File: config.mk
export PLATFORM = sky130hd
export DESIGN_NAME = iter_divider
export DESIGN_NICKNAME = d
export VERILOG_FILES = /design/src/rtl/iter_divider.sv
export SDC_FILE = /design/constraint.sdc
export NUM_CORES = 1
export LEC_CHECK = 0
export CORE_ASPECT_RATIO = 1.25
export CORE_MARGIN = 2
export CORE_UTILIZATION = 45
export CTS_BUF_LIST = sky130_fd_sc_hd__clkbuf_16
export DETAILED_ROUTE_END_ITERATION = 6
export PLACE_DENSITY = 0.69
export SLEW_MARGIN = 25
export SYNTH_ARGS = -nofsm -noshare
export SYNTH_HDL_FRONTEND = slang
export SYNTH_SLANG_ARGS = --single-unit
File: constraint.sdc
create_clock -name clk -period 3.1 [get_ports clk]
set_input_delay 0.62 -clock clk [delete_from_list [all_inputs] [get_ports clk]]
set_output_delay 0.62 -clock clk [all_outputs]
set_load 0.05 [all_outputs]
File: src/rtl/iter_divider.sv
// Multi-cycle unsigned restoring divider, STEPS_PER_CYCLE quotient bits per clock.
// Valid/ready on both sides; a zero divisor yields all-ones quotient and flags div_by_zero.
module iter_divider #(
    parameter int WIDTH           = 32,
    parameter int STEPS_PER_CYCLE = 1
) (
    input  logic             clk,
    input  logic             rst_n,
    input  logic             in_valid,
    output logic             in_ready,
    input  logic [WIDTH-1:0] dividend,
    input  logic [WIDTH-1:0] divisor,
    output logic             out_valid,
    input  logic             out_ready,
    output logic [WIDTH-1:0] quotient,
    output logic [WIDTH-1:0] remainder,
    output logic             div_by_zero,
    output logic             busy
);

    localparam int ITERS = WIDTH / STEPS_PER_CYCLE;
    localparam int CW    = $clog2(ITERS + 1);

    typedef enum logic [1:0] {IDLE, RUN, DONE} state_t;

    state_t           state;
    state_t           state_next;
    logic [WIDTH-1:0] shreg;
    logic [WIDTH-1:0] divr;
    logic [WIDTH-1:0] quo;
    logic [WIDTH-1:0] rem;
    logic [CW-1:0]    count;
    logic             dbz;
    logic             accept;

    logic [WIDTH-1:0] shreg_next;
    logic [WIDTH-1:0] quo_next;
    logic [WIDTH-1:0] rem_next;
    logic [WIDTH:0]   trial;

    assign accept      = in_valid && in_ready;
    assign quotient    = quo;
    assign remainder   = rem;
    assign div_by_zero = dbz;

    always_ff @(posedge clk) begin
        if (!rst_n) state <= IDLE;
        else        state <= state_next;
    end

    always_comb begin
        state_next = state;
        in_ready   = 1'b0;
        out_valid  = 1'b0;
        busy       = 1'b0;
        case (state)
            IDLE: begin
                in_ready = 1'b1;
                if (in_valid) state_next = RUN;
            end
            RUN: begin
                busy = 1'b1;
                if (count == CW'(1)) state_next = DONE;
            end
            DONE: begin
                busy      = 1'b1;
                out_valid = 1'b1;
                if (out_ready) state_next = IDLE;
            end
            default: state_next = IDLE;
        endcase
    end

    // Trial compare is WIDTH+1 bits wide; when it succeeds the difference
    // is below the divisor, so a WIDTH-bit subtract gives the exact result.
    always_comb begin
        shreg_next = shreg;
        rem_next   = rem;
        quo_next   = quo;
        trial      = '0;
        for (int i = 0; i < STEPS_PER_CYCLE; i++) begin
            trial      = {rem_next, shreg_next[WIDTH-1]};
            shreg_next = {shreg_next[WIDTH-2:0], 1'b0};
            if (trial >= {1'b0, divr}) begin
                rem_next = trial[WIDTH-1:0] - divr;
                quo_next = {quo_next[WIDTH-2:0], 1'b1};
            end else begin
                rem_next = trial[WIDTH-1:0];
                quo_next = {quo_next[WIDTH-2:0], 1'b0};
            end
        end
    end

    // A zero divisor preloads the saturated result and spends a single
    // RUN cycle holding it, so its result appears one edge after accept.
    always_ff @(posedge clk) begin
        if (!rst_n) begin
            shreg <= '0;
            divr  <= '0;
            quo   <= '0;
            rem   <= '0;
            count <= '0;
            dbz   <= 1'b0;
        end else if (accept) begin
            divr <= divisor;
            if (divisor == '0) begin
                dbz   <= 1'b1;
                count <= CW'(1);
                shreg <= '0;
                quo   <= '1;
                rem   <= dividend;
            end else begin
                dbz   <= 1'b0;
                count <= CW'(ITERS);
                shreg <= dividend;
                quo   <= '0;
                rem   <= '0;
            end
        end else if (state == RUN) begin
            count <= count - CW'(1);
            if (!dbz) begin
                shreg <= shreg_next;
                rem   <= rem_next;
                quo   <= quo_next;
            end
        end
    end

endmodule

==> summary.md, run 1 <==
| Metric | Value |
|---|---|
| Largest net degree at the start of global routing | 97 |
| Hold Buf Count CTS | 0 |
| Slew Limit Headroom | 0.546 |
| Buffers on Ports | 135 |
| Vias | 8,270 |
| Yosys warns | 0 |
| Max Fanout on Critical Path | 7 |
| Max frequency | roughly 0.34 GHz |
| HP Start | divr[29] |
| WP buf/inv | 1 |
| Clock share of power | 0.194 |
| Number of setup buffers added after CTS | 0 |
| Status | complete, no violations |
| Share of cells above drive strength 1 | 0.0786 |
| Die area | approximately 19,000 sq um |
| First-pass GRT wire length | 39.2 mm |
| Net Switching | about 5.2 mW |
| Final instance area | approximately 10,000 sq um |
| Power share of the combinational group | 0.586 |
| Endpoints failing setup | 0 |
| Mapped Cells | 1,081 |
| Top delay family on crit path | compound AO/OA/AOI/OAI gates |
| CTS tree | built |
| Pint | 5.82 mW |
| Clk_lat worst skew | 430 ps |
| Mean Syn Cell Area | 7.49 sq um |
| CP endpoint kind | register |
| Final Max Tran Viols | 0 |
| Die height | between 150 and 200 um |
| Vias in the first global route | roughly 7,600 |
| Die W | 124 um |
| Syn nets | 1,187 |
| Post-route ant nets | 0 |
| Routability cong. | approximately 0.96 |
| Reg-to-reg endpoint | remainder[27] |
| Place WS | around 170 ps |
| Post-detail-place hpwl | ~18 mm |
| Final Hold Viols | 0 |
| Post-synth EDFFs | 0 |
| Clk slew on worst S/H paths | 60 ps |
| Gr usage total | 0.259 |
| 1st-iter DRT viols | approximately 720 |
| Crit path arrival time | 3290 ps |
| TNS Setup | 0 ps |
| Clock root cell | clkbuf_16 |
| Critical path class | reg -> reg |
| Min Tclk post-route | 2950 ps |
| Sw frac | 0.470 |
| Crit-path max cell delay | between 400 and 500 ps |
| Fraction of registers with async set/reset | 0 |
| Power Dens Cells | 1060 nW/um^2 |
| Yosys cell types | 66 |
| RSZ-0062 raised after global routing | no |
| Placed cell count | 1,401 |
| Period utilization | 0.950 |
| Post-layout util | 0.589 |
| Final nets | 1,302 |
| Leak | slightly below 4 nW |
| WL final | 24.5 mm |
| Final instance count without filler cells | 1,433 |
| Initial DRT Pass Iterations | 5 |
| Worst path cell trace | ha_1 > nand2_2 > nor2_1 > and3_1 > a2111o_1 > o21ai_4 > and2_1 > buf_4 > a221oi_2 > a211oi_2 |
| Sequential area share after synthesis | 0.339 |
| Hold Path Cell Cnt | 2 |
| CP required | 3450 ps |
| Synthesis-to-finish area growth | 27.8% |
| TritonCTS Buffers | 17 |
| Maximum VDD drop | 0.608 mV |
| Type of the most critical hold path | reg -> reg |
| Clock Skew | around 12 ps |
| H-tree Lvls | 4 |
| Hold Slack | between 400 and 500 ps |
| Post-synthesis register bit count | 137 |
| Cell Rows | 54 |
| FF-to-FF path depth | 10 |
| Vias/cell | 5.77 |
| Reg-to-reg critical path startpoint | remainder[17] |
| DP Area | around 9700 sq um |
| Worst slew pin tran | 679 ps |
| Starting Density | 0.461 |
| Worst setup SP type | register |
| CTS sink count | ~140 |
| Core area | 17,600 sq um |
| R2r setup slk | 150 ps |
| GRT Residual Overflow | 0 |
| Mapped cell area | 8100 sq um |
| Overall power | 11.0 mW |
| # DRC | 0 |
| Max Buffers Root-to-Sink | 2 |
| Max cap viols | 0 |
| Initial antenna violation count | 0 |
| Primary FF master, synth | dfxtp_1 |
| Worst hold path endpoint | divr[29] |
| I/O pins | approximately 140 |
| Reg power frac | 0.220 |
| Final Worst Setup Slack | 154 ps |
| Slowest cell on crit path | a2111o_1 |
| Ant. Diodes | 0 |
| Routed len/inst | about 17 um |
[per-layer routing]
metal / wire, um / up-vias / GRT usage
met5: 0 / - / 0
met4: 382 / 0 / 0.0626
met1: 11200 / 3895 / 0.363
met3: 1630 / 30 / 0.0467
li1: - / 4050 / -
met2: 11300 / 295 / 0.410
[worst min-delay path: stages (launching register included)]
cell	delay (ps)
dfxtp_1	310
nand2_1	50
a21boi_0	60
[cell families after synthesis]
| group | count (synthesis) | share of synthesized area |
|---|---|---|
| and+or+nand+nor | 404 | 0.227 |
| AOI/OAI and AO/OA | 340 | 0.268 |
| DFF | 137 | 0.339 |
| buffers and inverters | 124 | 0.0638 |
| adders and majority gates | 38 | 0.0597 |
| xor gates and xnor gates | 26 | 0.0281 |
| muxes | 12 | 0.0148 |
[placed cells by master (no fill, tap or decap), types with 3 or more instances in the layout]
cell,n
o221ai_1,3
nand2_2,4
a22o_1,7
nor2_1,31
xor2_1,8
xnor2_1,18
nand2b_1,6
a32oi_1,3
nand4_1,15
o21ai_0,48
nor2b_1,35
nor3_1,11
ha_1,37
and2_1,6
a21boi_0,34
clkbuf_16,17
a21oi_1,101
a311oi_1,6
inv_1,44
and3_1,8
a211oi_1,12
clkdlybuf4s50_1,134
a31oi_1,74
mux2i_1,12
buf_4,39
dfxtp_1,137
a21o_1,12
inv_6,3
o21a_1,5
or3_1,4
nand2_1,229
nor4_1,12
o211ai_1,6
nand3_1,30
bufinv_16,3
clkinv_4,4
[power by group through the flow]
| stage | Clock, mW | Sequential [mW] | Combinational [mW] |
|---|---|---|---|
| after global placement | 0 | 2.44 | 6.27 |
| final | 2.13 | 2.42 | 6.44 |
| after floorplan | 0 | 3.06 | 3.89 |
| after global routing | 2.24 | 2.46 | 6.96 |
| after CTS | 2.15 | 2.41 | 6.34 |
| after detailed placement | 0 | 2.44 | 6.31 |
[Yosys cell counts, types with 5 or more instances]
master / instances / share of area
inv_1: 44 / 0.020
and3_1: 8 / 0.0062
nor2b_1: 36 / 0.028
clkbuf_1: 52 / 0.024
buf_2: 7 / 0.0043
a31oi_1: 74 / 0.057
a311oi_1: 7 / 0.0076
nand3_1: 30 / 0.019
a21o_1: 12 / 0.011
xor2_1: 8 / 0.0087
dfxtp_1: 137 / 0.34
nand4_1: 15 / 0.012
o211ai_1: 6 / 0.0056
a21boi_0: 34 / 0.032
nand2_1: 230 / 0.11
a211oi_1: 12 / 0.011
nor3_1: 11 / 0.0068
buf_1: 13 / 0.0060
ha_1: 37 / 0.057
and2_1: 7 / 0.0054
nor2_1: 31 / 0.014
a21oi_1: 102 / 0.063
o21a_1: 5 / 0.0046
nor4_1: 12 / 0.0093
mux2i_1: 12 / 0.015
a22o_1: 7 / 0.0076
xnor2_1: 18 / 0.019
nand2b_1: 7 / 0.0054
o21ai_0: 48 / 0.030
[worst max-delay path by stage]
stage	from	endpoint	slack, ps	cells past startpoint
detailed placement	divisor[31]	remainder[30]	170	9
global placement	divisor[31]	remainder[30]	190	9
floorplan	remainder[19]	remainder[30]	110	10
CTS	divr[3]	remainder[1]	180	11
global route	remainder[17]	remainder[21]	30	10
finish	remainder[17]	remainder[27]	150	10
[final cells by class]
cell class / instances / area (sq um)
multi-input cells: 820 / 4860
well taps: 224 / 280
clock buffers: 17 / 425
clock inverters: 15 / 190
fillers: 1669 / 7220
inverters: 44 / 165
repair buffers: 176 / 1680
flip-flops and latches: 137 / 2740
[state kept, by name, summed over array words and instances, names as in the netlist]
signal,count
shreg,32
state,2
divr,32
div_by_zero,1
quotient,32
remainder,32
count,6
[what timing repair did]
item | in CTS | in global routing
gates resized for setup | 0 | 2
setup endpoints to repair | 0 | 2
endpoints found under the hold margin | 0 | 0
Power figures use the tool's default switching activity.
==> run 2: changes to the inputs <==
CORE_MARGIN = 5   (was 2)
==> run 2 against run 1 <==
Against the previous run:
- non-clock buffer count grew 7
- cell count is 0.49% higher
- first-iteration DRC count is 12% higher
- worst setup slack worse by 27 ps
- highest routed layer unchanged
==> summary.md, run 2 (synthesis gave the netlist of run 1 again) <==
| Metric | Value |
|---|---|
| CP required | 3410 ps (-40 ps) |
| Gr usage total | 0.241 (-0.0181) |
| Starting Density | 0.461 (unchanged) |
| Ant. Diodes | 0 (unchanged) |
| Critical path class | reg -> reg |
| TritonCTS Buffers | 17 (unchanged) |
| Final Hold Viols | 0 (unchanged) |
| Slowest cell on crit path | ha_1 |
| Crit-path max cell delay | 430 ps (-50 ps) |
| Commonest non-fill, non-tap cell in the layout | nand2_1 |
| Hold Slack | 462 ps (+2.39 ps) |
| Post-route ant nets | 0 (unchanged) |
| CP endpoint kind | register |
| Maximum VDD drop | 0.559 mV (-8.0%) |
| First-pass GRT wire length | 40.3 mm (+2.9%) |
| Reg-to-reg critical path startpoint | remainder[10] |
| Max frequency | 0.336 GHz (-0.91%) |
| Final Max Tran Viols | 0 (unchanged) |
| Worst path cell trace | ha_1 > nand4_1 > a311oi_2 > buf_4 > o211a_1 > o21ai_4 > and2_2 > buf_12 > and3_1 > o31a_1 |
| Routed len/inst | 17.5 um (+2.5%) |
| Initial DRT Pass Iterations | 5 (unchanged) |
| Final instance area | 10,400 sq um (+0.48%) |
| Slew Limit Headroom | 0.551 (+0.00531) |
| Clock Skew | 5.70 ps (-6.47 ps) |
| Met2 WL | 11.6 mm (+2.1%) |
| Buffers on Ports | 135 (unchanged) |
| Fillers | 1,653 (-0.96%) |
| Reg-to-reg endpoint | remainder[11] |
| Clk_lat worst skew | 420 ps (about the same) |
| Cell Rows | 54 (unchanged) |
| Most frequent cells in the layout | nand2_1, dfxtp_1, clkdlybuf4s50_1 |
| Top delay family on crit path | compound AO/OA/AOI/OAI gates |
| Min Tclk post-route | 2970 ps (+27.0 ps) |
| WP buf/inv | 2 (+1) |
| Type of the most critical hold path | reg -> reg |
| Max Fanout on Critical Path | 17 (+10) |
| TNS Setup | 0 ps (unchanged) |
| Synthesis-to-finish area growth | 28.4% |
| Metal-1 WL | 11.4 mm (+1.5%) |
| Die W | 130 um (+4.8%) |
| Share of cells above drive strength 1 | 0.0839 (+0.00530) |
| Routability cong. | 0.934 (-2.6%) |
| Status | complete, no violations |
| Die height | 160 um (+3.9%) |
| Hold Path Cell Cnt | 2 (unchanged) |
| Largest net degree at the start of global routing | 65 (-33%) |
| Worst setup SP type | register |
| Die area | 20,800 sq um (+8.9%) |
| Worst hold path endpoint | divr[26] |
| Worst slew pin tran | 673 ps (-5.46 ps) |
| Endpoints failing setup | 0 (unchanged) |
| Max Buffers Root-to-Sink | 2 (unchanged) |
| H-tree Lvls | 4 (unchanged) |
| Clk slew on worst S/H paths | 60 ps (about the same) |
| Period utilization | 0.959 (+0.00871) |
| Vias | 8,163 (-1.3%) |
| Met3 routed wirelength | 1.73 mm (+6.0%) |
| Leak | 3.93 nW (+0.73%) |
| Initial antenna violation count | 0 (unchanged) |
| Max Used Layer | met4 |
| Final nets | 1,309 (+0.54%) |
| 1st-iter DRT viols | 810 (+12%) |
| HP Start | divr[26] |
| CTS tree | built |
| Crit path arrival time | 3280 ps (about the same) |
| RSZ-0062 raised after global routing | no |
| Max cap viols | 0 (unchanged) |
| Power Dens Cells | 1060 nW/um^2 (-0.45%) |
| Core area | 17,600 sq um (unchanged) |
| DP Area | 9800 sq um (+0.80%) |
| Vias/cell | 5.67 (-1.8%) |
| WL final | 25.3 mm (+3.0%) |
| # DRC | 0 (unchanged) |
| Clock root cell | clkbuf_16 |
| Post-layout util | 0.592 (+0.00285) |
| GRT Residual Overflow | 0 (unchanged) |
| Vias in the first global route | 7,691 (+1.4%) |
| R2r setup slk | 130 ps (-30 ps) |
| Hold Buf Count CTS | 0 (unchanged) |
| Post-detail-place hpwl | 18.6 mm (+3.9%) |
| CTS sink count | 137 (unchanged) |
| FF-to-FF path depth | 10 (unchanged) |
| I/O pins | 136 (unchanged) |
[run 2: layer usage]
metal | track usage | vias to the layer above
li1 | - | 4066
met1 | 0.334 | 3780
met2 | 0.375 | 271
met3 | 0.0474 | 46
met4 | 0.0775 | 0
met5 | 0 | -
[run 2: layout make-up]
class / count / area [sq um] / share of cell area
tap: 224 / 280 / 0.0270
clock inverter: 15 / 165 / 0.0159
timing repair buffer: 183 / 1760 / 0.169
clock buffer: 17 / 425 / 0.0409
sequential: 137 / 2740 / 0.264
multi-input combinational: 820 / 4860 / 0.468
inverter: 44 / 165 / 0.0159
[run 2: report_power, final]
part / switching [mW] / internal (mW)
clock network: 0.859 / 1.20
registers: 0.302 / 2.11
logic: 4.04 / 2.48
[run 2: worst max path at each step]
stage | start | end | slack (ps) | cells past startpoint
2_1_floorplan | remainder[19] | remainder[30] | 110 | 10
3_3_place_gp | divr[3] | remainder[1] | 110 | 12
3_5_place_dp | divr[4] | remainder[1] | 50 | 12
4_1_cts | divr[4] | remainder[11] | 20 | 12
5_1_grt | remainder[17] | remainder[21] | 7 | 10
6_report | remainder[10] | remainder[11] | 130 | 10
[run 2: worst register-to-register path, delay by kind of cell, from the launching register on]
kind                       cells  cell delay (ps)
DFF                            1              350
buffers and inverters          2              350
adders and majority gates      1              430
and+or+nand+nor                3              760
AOI/OAI and AO/OA              4              970
[run 2: repair_timing]
item | 4_1_cts | 5_1_grt
gates resized for setup | 0 | 2
setup endpoints to repair | 0 | 11
setup buffers | 0 | 0
[run 2: per-stage QoR]
step | total power [mW] | instances | setup slack [ps]
CTS | 10.9 | 1440 | 18.5
detailed placement | 8.81 | 1408 | 48.6
floorplan | 6.95 | 1081 | 107
global placement | 8.79 | 1408 | 110
global route | 11.7 | 1440 | 6.72
finish | 11.0 | 1440 | 127
==> run 3: changes to the inputs <==
SKIP_CTS_REPAIR_TIMING = 1   (was not set)
==> results of run 3 <==
No change in the layout: final DEF, timing and power equal those of run 2.
==> RTL edit (settings of run 1) <==
Change the parameter `WIDTH` from 32 to 64.
--- a/src/rtl/iter_divider.sv
+++ b/src/rtl/iter_divider.sv
@@ -1,7 +1,7 @@
 // Multi-cycle unsigned restoring divider, STEPS_PER_CYCLE quotient bits per clock.
 // Valid/ready on both sides; a zero divisor yields all-ones quotient and flags div_by_zero.
 module iter_divider #(
-    parameter int WIDTH           = 32,
+    parameter int WIDTH           = 64,
     parameter int STEPS_PER_CYCLE = 1
 ) (
     input  logic             clk,
Ports: changed (resized dividend, divisor, quotient and remainder); port bits go from 136 to 264. The function was not compared with the original's and may differ.
==> RTL edit against run 1 <==
- the flow now finishes with violations (negative setup slack)
- sequential share of layout area shrank 2.4 points
- total power grew to 2.7 times the old value
- area after synthesis grew 86%
- setup slack lost 0.28 ns
- sequential cell count grew 129
- critical endpoint is now remainder[2]$_SDFFE_PN0P_
- largest power group unchanged
- clock skew shrank 0.0012 ns
- design area grew 110%
- worst hold slack lost 0.029 ns
- count of clock-buffer cells in the layout grew 10
- routed wire length grew 140%
- first-iteration DRC count grew 100%
==> RTL edit: results (changes against run 1) <==
Routing
  – WL met2: 27.7 mm (+140%)
  – Routed WL per cell: 20.2 um (+18%)
  – WL met3: 3.40 mm (+110%)
  – Drt via density: 5.93 (+2.8%)
  – M1 wire length: 24.5 mm (+120%)
  – 1st-iter DRT viols: 1,478 (+100%)
  – Top sig layer: met4

Pwr
  – Pleak: 8.75 nW (+120%)
  – Maximum VDD drop: 0.000723 V (+19%)

Worst setup path
  – Family with the most delay on the worst path: simple AND/OR/NAND/NOR gates
  – Arr. time, crit path: 3.65 ns (+0.36 ns)
  – FF-to-FF Start: divr[40]$_SDFFE_PN0P_
  – R2R Path End: remainder[2]$_SDFFE_PN0P_
  – Critical-path top delay cell: nor4_2
  – Worst Reg-to-Reg Cells: 14 (+4)
  – Worst Path Max Fanout: 4 (-3)
  – Crit-path max cell delay: 0.38 ns (-0.10 ns)

Worst hold path
  – Hold path startpoint: rst_n
  – Worst Hold Path EP: state[1]$_SDFFE_PN0P_
  – HP Class: in2reg
  – Hold Path Depth: 2 (unchanged)

Global routing
  – Gr usage total: 31.1% (+5.2 points)
  – First-pass GRT wire length: 88.7 mm (+130%)
  – Vias in the first global route: 16,600 (+120%)
  – Largest net degree at the start of global routing: 96 (-1.0%)
  – Initial antenna violation count: 0 (unchanged)

Synth
  – Commonest cells in the netlist: 351 x nand2_1, 266 x dfxtp_1, 216 x a21oi_1
  – Top post-synthesis cells by area: dfxtp_1 35%, nand2_1 8.7%, a21oi_1 7.2%
  – Sequential area share after synthesis: 35.3% (+1.4 points)
  – Count of different cell masters after synthesis: 76 (+15%)
  – Asr flop ratio synth: 0% (unchanged)
  – Ys Warns: 0 (unchanged)
  – Syn_nets: 2,200 (+85%)

Place
  – Pre-CTS WS: -0.477 ns (-0.650 ns)
  – Placer Congestion: 0.949 (-1.0%)
  – Buffers on Ports: 263 (+95%)
  – Post-DP HPWL: 42.6 mm (+140%)

Timing
  – Final Skew: 0.0110 ns (-0.00119 ns)
  – Setup violators final: 33 (+33)
  – Setup TNS: -1.27 ns (-1.27 ns)
  – Setup slack after layout: -0.125 ns (-0.278 ns)
  – Worst slew margin: 55.5% (+0.92 points)
  – WHS: 0.430 ns (-0.0290 ns)

Cells and area
  – Antenna Cells: 0 (unchanged)
  – Share of cells above drive strength 1: 22.6% (+15 points)
  – Nets: 2,639 (+100%)

Clock tree
  – Clk Latency, worst-skew pair: 0.55 ns (+0.12 ns)
  – Clk buf depth: 3 (+1)
  – CTS Buf Count: 27 (+10)
  – CTS H-tree depth: 1 (-3)
  – Clk pin slew, worst setup/hold paths: approximately 0.07 ns

Outcome
  – Failing checks: negative setup slack
  – Status: finished, violations left
## RTL edit: cells by family after synthesis
kind of cell    count (synthesis)  share of synthesized area (%)
compound gates                639                           27.4
xor+xnor                       64                           3.72
fa+ha+maj                      70                           5.86
buf+inv                       245                           6.57
flops                         266                           35.3
mux                            10                          0.705
simple gates                  704                           20.5
## RTL edit: worst max-delay path by stage
stage / from / to / slack [ns] / cells past startpoint
floorplan: remainder[9]$_SDFFE_PN0P_ / remainder[2]$_SDFFE_PN0P_ / -0.003 / 12
global placement: divisor[29] / remainder[6]$_SDFFE_PN0P_ / -0.50 / 11
detailed placement: divisor[29] / remainder[6]$_SDFFE_PN0P_ / -0.48 / 11
CTS: divr[14]$_SDFFE_PN0P_ / remainder[18]$_SDFFE_PN0P_ / 0.0002 / 14
global route: divr[40]$_SDFFE_PN0P_ / remainder[1]$_SDFFE_PN0P_ / -0.20 / 15
finish: divr[40]$_SDFFE_PN0P_ / remainder[2]$_SDFFE_PN0P_ / -0.12 / 14
## RTL edit: area by class of cell
type / instances / area [um^2]
clock buffer: 27 / 676
sequential: 266 / 5350
timing repair buffer: 568 / 5310
multi-input combinational: 1487 / 9770
clock inverter: 22 / 214
tap: 418 / 523
fill: 2726 / 10700
inverter: 87 / 329
## RTL edit: metal layers
layer	up-vias	GRT usage (%)
met5	-	0
met3	139	3.30
met4	0	13.6
li1	8048	-
met1	8174	40.0
met2	691	52.8
## RTL edit: stage by stage
stage / std cells / instance area [um^2]
floorplan: 1998 / 15100
global placement: 2795 / 19900
detailed placement: 2795 / 19900
CTS: 2850 / 21100
global route: 2875 / 22200
finish: 2875 / 22200
## RTL edit: what timing repair did
item / 4_1_cts / 5_1_grt
pin swaps: 19 / 87
buffers inserted: 6 / 25
gates cloned: 0 / 3
endpoints found under the setup margin: 58 / 64
hold endpoints to repair: 0 / 0
gates resized for setup: 40 / 185
## RTL edit: power by group
part	switching (mW)	internal (mW)	leakage (nW)
sequential	0.666	4.35	2.20
combinational	12.1	9.54	6.09
clock	1.44	1.92	0.454
total	14.2	15.8	8.75
